$ cat config.mk
export PLATFORM = sky130hd
export DESIGN_NAME = romload_arb
export DESIGN_NICKNAME = d
export VERILOG_FILES = /design/src/rtl/romload_pkg.sv /design/src/rtl/romload_wbuf.sv /design/src/rtl/romload_arb.sv
export SDC_FILE = /design/constraint.sdc
export NUM_CORES = 1
export LEC_CHECK = 0
export ABC_AREA = 1
export CORE_ASPECT_RATIO = 1.5
export CORE_MARGIN = 10
export CORE_UTILIZATION = 46
export DETAILED_ROUTE_END_ITERATION = 10
export PLACE_DENSITY = 0.79
export REMOVE_ABC_BUFFERS = 1
export SLEW_MARGIN = 10
export SYNTH_ARGS = -nofsm -noshare
export SYNTH_HDL_FRONTEND = slang
export SYNTH_SLANG_ARGS = --single-unit
$ cat constraint.sdc
create_clock -name CLK_SYS -period 2.15 [get_ports CLK_SYS]
set_input_delay 0.43 -clock CLK_SYS [delete_from_list [all_inputs] [get_ports CLK_SYS]]
set_output_delay 0.43 -clock CLK_SYS [all_outputs]
set_load 0.01 [all_outputs]
$ cat src/rtl/romload_pkg.sv
// romload_pkg: shared types for the ROM-load arbiter.
//   romload_state_t : arbiter FSM states
//   romload_wr_t    : buffered download write {addr, data}
//   ROMLOAD_AW      : default ROM RAM address width (also the buffer address width)
//   ROMLOAD_DW      : ROM RAM data width
package romload_pkg;

  localparam int unsigned ROMLOAD_AW = 12;
  localparam int unsigned ROMLOAD_DW = 8;
  localparam int unsigned ROMLOAD_CW = 4;   // defer counter width, covers MAX_DEFER up to 15

  typedef enum logic [1:0] {IDLE, RD1, RD2, WR} romload_state_t;

  typedef struct packed {
    logic [ROMLOAD_AW-1:0] addr;
    logic [ROMLOAD_DW-1:0] data;
  } romload_wr_t;

endpackage

$ cat src/rtl/romload_wbuf.sv
// romload_wbuf: one-entry download write buffer. Its valid flag is the DL_WAIT source.
// Ports:
//   clk, rst  : clock, asynchronous active-high reset
//   i_push    : capture i_wr when empty (ignored while full)
//   i_pop     : drop the entry (issued when the write is granted)
//   i_wr      : incoming {addr, data}
//   o_valid   : entry held
//   o_wr      : held {addr, data}
module romload_wbuf
  import romload_pkg::*;
(
  input  logic        clk,
  input  logic        rst,
  input  logic        i_push,
  input  logic        i_pop,
  input  romload_wr_t i_wr,
  output logic        o_valid,
  output romload_wr_t o_wr
);

  logic        r_valid;
  romload_wr_t r_wr;

  // Push and pop never coincide: a push needs the buffer empty, a pop needs it full.
  always_ff @(posedge clk or posedge rst) begin
    if (rst) begin
      r_valid <= 1'b0;
      r_wr    <= '0;
    end else if (i_pop) begin
      r_valid <= 1'b0;
    end else if (i_push && !r_valid) begin
      r_valid <= 1'b1;
      r_wr    <= i_wr;
    end
  end

  assign o_valid = r_valid;
  assign o_wr    = r_wr;

endmodule

$ cat src/rtl/romload_arb.sv
// romload_arb: shares one single-port synchronous ROM RAM between the ioctl
// download writer and the CPU fetch port. CPU reads win arbitration until
// MAX_DEFER reads have been granted over a pending write; then the write goes.
// Optional feature macro: ROMLOAD_CKSUM_EN adds a 16-bit CKSUM output
// (wrapping sum of accepted download bytes, cleared on DL_ACTIVE rising).
// Ports:
//   CLK_SYS, RESET        : clock, asynchronous active-high reset
//   DL_ACTIVE             : download in progress
//   DL_WR/DL_ADDR/DL_DATA : download byte strobe/address/data
//   DL_WAIT               : write buffer full, host holds its strobe
//   DL_DONE               : one-cycle pulse once the download ended and drained
//   CPU_RD/CPU_ADDR       : level read request and address
//   CPU_DATA/CPU_ACK      : read data (held) and one-cycle completion pulse
//   MEM_EN/MEM_WE/MEM_ADDR/MEM_DIN : registered RAM controls
//   MEM_DOUT              : RAM read data, one cycle after MEM_EN
//   CKSUM                 : (ROMLOAD_CKSUM_EN only) download byte checksum
module romload_arb
  import romload_pkg::*;
#(
  parameter int unsigned AW        = ROMLOAD_AW,
  parameter int unsigned MAX_DEFER = 4
) (
  input  logic                  CLK_SYS,
  input  logic                  RESET,
  input  logic                  DL_ACTIVE,
  input  logic                  DL_WR,
  input  logic [AW-1:0]         DL_ADDR,
  input  logic [ROMLOAD_DW-1:0] DL_DATA,
  output logic                  DL_WAIT,
  output logic                  DL_DONE,
  input  logic                  CPU_RD,
  input  logic [AW-1:0]         CPU_ADDR,
  output logic [ROMLOAD_DW-1:0] CPU_DATA,
  output logic                  CPU_ACK,
  output logic                  MEM_EN,
  output logic                  MEM_WE,
  output logic [AW-1:0]         MEM_ADDR,
  output logic [ROMLOAD_DW-1:0] MEM_DIN,
  input  logic [ROMLOAD_DW-1:0] MEM_DOUT
`ifdef ROMLOAD_CKSUM_EN
  ,
  output logic [15:0]           CKSUM
`endif
);

  romload_state_t        r_state;
  logic [ROMLOAD_CW-1:0] r_defer_cnt;
  logic                  r_dl_seen;
  logic                  w_wbuf_valid;
  logic                  w_push;
  logic                  w_rd_grant;
  logic                  w_wr_grant;
  romload_wr_t           w_wbuf;
  romload_wr_t           w_wr_in;

  always_comb begin
    w_wr_in      = '0;
    w_wr_in.addr = ROMLOAD_AW'(DL_ADDR);
    w_wr_in.data = DL_DATA;
  end

  assign w_push  = DL_WR & ~w_wbuf_valid;
  assign DL_WAIT = w_wbuf_valid;

  // Read first, unless a write has already been passed over MAX_DEFER times.
  assign w_rd_grant = (r_state == IDLE) & CPU_RD &
                      (~w_wbuf_valid | (r_defer_cnt < ROMLOAD_CW'(MAX_DEFER)));
  assign w_wr_grant = (r_state == IDLE) & ~w_rd_grant & w_wbuf_valid;

  romload_wbuf u_wbuf (
    .clk     (CLK_SYS),
    .rst     (RESET),
    .i_push  (w_push),
    .i_pop   (w_wr_grant),
    .i_wr    (w_wr_in),
    .o_valid (w_wbuf_valid),
    .o_wr    (w_wbuf)
  );

  // Arbiter FSM: exactly one RAM operation per visit to RD1 or WR.
  always_ff @(posedge CLK_SYS or posedge RESET) begin
    if (RESET) begin
      r_state     <= IDLE;
      r_defer_cnt <= '0;
      MEM_EN      <= 1'b0;
      MEM_WE      <= 1'b0;
      MEM_ADDR    <= '0;
      MEM_DIN     <= '0;
      CPU_DATA    <= '0;
      CPU_ACK     <= 1'b0;
    end else begin
      CPU_ACK <= 1'b0;
      case (r_state)
        IDLE: begin
          if (w_rd_grant) begin
            MEM_EN      <= 1'b1;
            MEM_WE      <= 1'b0;
            MEM_ADDR    <= CPU_ADDR;
            r_defer_cnt <= r_defer_cnt + ROMLOAD_CW'(w_wbuf_valid);
            r_state     <= RD1;
          end else if (w_wr_grant) begin
            MEM_EN      <= 1'b1;
            MEM_WE      <= 1'b1;
            MEM_ADDR    <= AW'(w_wbuf.addr);
            MEM_DIN     <= w_wbuf.data;
            r_defer_cnt <= '0;
            r_state     <= WR;
          end
        end
        RD1: begin
          MEM_EN  <= 1'b0;
          r_state <= RD2;
        end
        RD2: begin
          CPU_DATA <= MEM_DOUT;
          CPU_ACK  <= 1'b1;
          r_state  <= IDLE;
        end
        WR: begin
          MEM_EN  <= 1'b0;
          MEM_WE  <= 1'b0;
          r_state <= IDLE;
        end
        default: r_state <= IDLE;
      endcase
    end
  end

  // Done flag: armed while the download runs, fires once the last byte is in RAM.
  always_ff @(posedge CLK_SYS or posedge RESET) begin
    if (RESET) begin
      r_dl_seen <= 1'b0;
      DL_DONE   <= 1'b0;
    end else begin
      DL_DONE <= 1'b0;
      if (DL_ACTIVE) begin
        r_dl_seen <= 1'b1;
      end else if (r_dl_seen && !w_wbuf_valid && (r_state != WR)) begin
        DL_DONE   <= 1'b1;
        r_dl_seen <= 1'b0;
      end
    end
  end

`ifdef ROMLOAD_CKSUM_EN
  logic        r_dl_active_q;
  logic [15:0] r_cksum;

  // Sum of accepted bytes; a byte accepted on the rising-edge cycle starts the new sum.
  always_ff @(posedge CLK_SYS or posedge RESET) begin
    if (RESET) begin
      r_dl_active_q <= 1'b0;
      r_cksum       <= '0;
    end else begin
      r_dl_active_q <= DL_ACTIVE;
      if (DL_ACTIVE && !r_dl_active_q) begin
        r_cksum <= w_push ? 16'(DL_DATA) : 16'h0000;
      end else if (w_push) begin
        r_cksum <= r_cksum + 16'(DL_DATA);
      end
    end
  end

  assign CKSUM = r_cksum;
`endif

endmodule

==> flow_summary_export.csv <==
group,metric,value,unit
clock_network,clock_latency,0.33,ns
clock_network,cts.sinks,60,
die,fp.dieW,80.9,um
sta,max_clock_freq,542,MHz
sta,period_needed,1.84,ns
run,cap_violations,0,
route,vias,2061,
route,ant_nets,0,
die,die-area,0.00900,mm2
placed_design,routabilityCongestion,0.768,
clock_network,clockBufferDepth,2,
clock_network,cts_root_buf,"clkbuf_8",
critical_path,crit_family,"buffers and inverters",
power,ir_worst_vdd,724,uV
critical_path,cp_slowest_stage_delay,0.60,ns
global_routing,use_met2,24.4,%
critical_path,endpoint_kind,"output port",
critical_path,startpoint_type,"flop",
yosys,synth_ff_type,"dfrtp_1",
placed_design,numPortBuffers,77,
clock_network,cts_resized,0,
yosys,synth_edf_count,0,
yosys,postSynthAreaPerCell,10.3,um2
global_routing,grt_pass1_vias,2095,
clock_network,clk_pin_slew,0.06,ns
yosys,synth_warnings,0,
power,power.leakage,1.66,nW
yosys,syn_area,0.00256,mm2
clock_network,cts_made_buffers,9,
sta,max-slew-margin-rel,71.2,%
critical_path,cp.buffers_inverters,1,
critical_path,criticalPathCategory,"flop to output port",
global_routing,grt_use_met1,15.2,%
yosys,ys_ff_latch,60,
die,core-area,0.00545,mm2
power,p_per_area,1450,mW/mm2
status,status,"completed",
yosys,synthDistinctLibCells,21,
critical_path,path_cells,"clkdlybuf4s50_1",
yosys,synth.area.top_cells,"dfrtp_1, nand2_1, nand3_1",
route,first_pass_iters,4,
clock_network,cts_tree,"built",
global_routing,antenna_found_initial,0,
yosys,synth.most_common_cell,"nand2_1",
route,drt_wl_total,6.24,mm
global_routing,grt_max_degree,46,
route,drc,0,
clock_network,post-cts-setup-buffers,0,
clock_network,htreeDepth,3,
route,drt_iter0_drc,106,
sta,timing_worst_slew_pin_value,0.431,ns
yosys,yosysSeqAreaShare,58.7,%
route,vias_per_cell,5.08,
global_routing,grt_first_pass_wirelength,10.0,mm
global_routing,grt_use_met3,2.84,%
cells_and_area,seqCellArea,0.00150,mm2
yosys,syn-instance-count,248,
worst_hold_path,hold_path_class,"primary input to async pin",
die,die_h,111,um
sta,setup-tns-final,0,ns
critical_path,cp_max_fo,6,
yosys,async_reset_ff_share,100,%
power,power,5.20,mW
yosys,netlist.area_leader.share,58.7,%
sta,setup_viol,0,
sta,rsz0062_at_grt,"no",
yosys,synth_top_cell_by_area,"dfrtp_1",
global_routing,grt_usage,14.1,%
critical_path,cp.arrival,1.41,ns
global_routing,grt-ovfl-total,0,
sta,fin_crit_sh,85.8,%
route,wire_per_inst,15.4,um
placed_design,dpl.hpwl,4.62,mm
yosys,synth_common_cells,"nand2_1, dfrtp_1, nand3_1, mux2_2, inv_1",
cells_and_area,fillers,427,
cells_and_area,layout.nets,384,
clock_network,hold_buffers,0,
cells_and_area,multiInputGateArea,945,um2
die,rows,33,
die,pin_count,78,
cells_and_area,area_growth,39.8,%
sta,slew_violations,0,
sta,finalHoldViolCount,0,
global_routing,busiest_layer,"met2",
critical_path,worstPathRequired,1.72,ns
sta,fin_skew,0.00662,ns
critical_path,cp_slowest_cell,"clkdlybuf4s50_1",
cells_and_area,num_antenna_cells,0,
cells_and_area,drive_gt1_share,13.4,%
die,start_util,46.9,%
worst reg2reg max path, stage by stage (launching register included):
cell	delay (ns)
dfrtp_1	0.45
o21ai_4	0.39
nand2_2	0.24
buf_4	0.27
nand3_1	0.09
nand3_1	0.08
layout by cell type, fill, tap and decap left out, types with 3 or more instances in the layout:
| master | Yosys | layout |
|---|---|---|
| nor2_1 | 7 | 7 |
| inv_2 | 2 | 3 |
| mux2_2 | 20 | 20 |
| clkdlybuf4s50_1 | 0 | 77 |
| nand3_1 | 50 | 50 |
| nand2_1 | 69 | 69 |
| dfrtp_1 | 60 | 60 |
| buf_4 | 4 | 5 |
| o21ai_0 | 4 | 4 |
| clkbuf_8 | 0 | 11 |
| inv_1 | 9 | 8 |
| ha_1 | 7 | 7 |
power breakdown:
| part | internal, mW | total, mW | leakage (nW) | switching, mW |
|---|---|---|---|---|
| registers | 1.69 | 2.03 | 0.725 | 0.340 |
| clock network | 0.471 | 0.866 | 0.0893 | 0.394 |
| logic | 1.17 | 2.30 | 0.845 | 1.13 |
| total | 3.33 | 5.20 | 1.66 | 1.87 |
flip-flops by register name, summed over array words and instances (netlist names):
register	flops
MEM_ADDR	12
DL_DONE	1
MEM_WE	1
r_state	2
u_wbuf.o_valid	1
CPU_ACK	1
MEM_EN	1
r_defer_cnt	4
MEM_DIN	8
CPU_DATA	8
r_dl_seen	1
u_wbuf.o_wr	20
stage by stage:
stage / setup slack, ns / instance area (um2) / std cells / util (%) / hold slack (ns)
floorplan: 0.235 / 2490 / 238 / - / 0.446
global placement: 0.440 / 3410 / 391 / 62.5 / 0.452
detailed placement: 0.372 / 3410 / 391 / 62.5 / 0.462
CTS: 0.288 / 3580 / 406 / 65.6 / 0.400
global route: 0.243 / 3580 / 406 / 65.6 / 0.465
finish: 0.306 / 3580 / 406 / 65.6 / 0.394
kinds of logic after synthesis:
family                   count (synthesis)  share of synthesized area (%)
XOR/XNOR                                 1                          0.343
buffers and inverters                   22                           4.35
multiplexers                            20                           8.81
flip-flops                              60                           58.7
adder cells (fa/ha/maj)                  7                           3.42
AND/OR/NAND/NOR                        130                           21.9
AO/OA/AOI/OAI                            8                           2.50
path summary, 6_finish.rpt:
kind                                         to      startpoint  slack [ns]  depth (start not counted)
min in group CLK_SYS                CPU_DATA[2]     CPU_DATA[2]        0.47                          2
worst min-delay path             u_wbuf.o_wr[3]           RESET        0.39                          2
max in group asynchronous       u_wbuf.o_wr[15]           RESET        1.20                          3
worst min register to register      CPU_DATA[2]     CPU_DATA[2]        0.47                          2
worst max-delay path                    DL_WAIT  u_wbuf.o_valid        0.31                          1
worst max register to register      MEM_ADDR[1]  r_defer_cnt[2]        0.50                          5
area by class of cell:
cell class              instances  area share (%)
flip-flops and latches         60            42.0
multi-input cells             166            26.4
repair buffers                 83            23.2
clock buffers                  13            4.44
well taps                      70            2.45
inverters                      12            1.26
clock inverters                 2           0.280
metal layers:
| metal | vias to the layer above | part of all wire, % |
|---|---|---|
| li1 | 985 | - |
| met1 | 1000 | 39 |
| met2 | 66 | 53 |
| met3 | 10 | 5.7 |
| met4 | 0 | 2.3 |
| met5 | - | 0 |
Power figures use the tool's default switching activity.
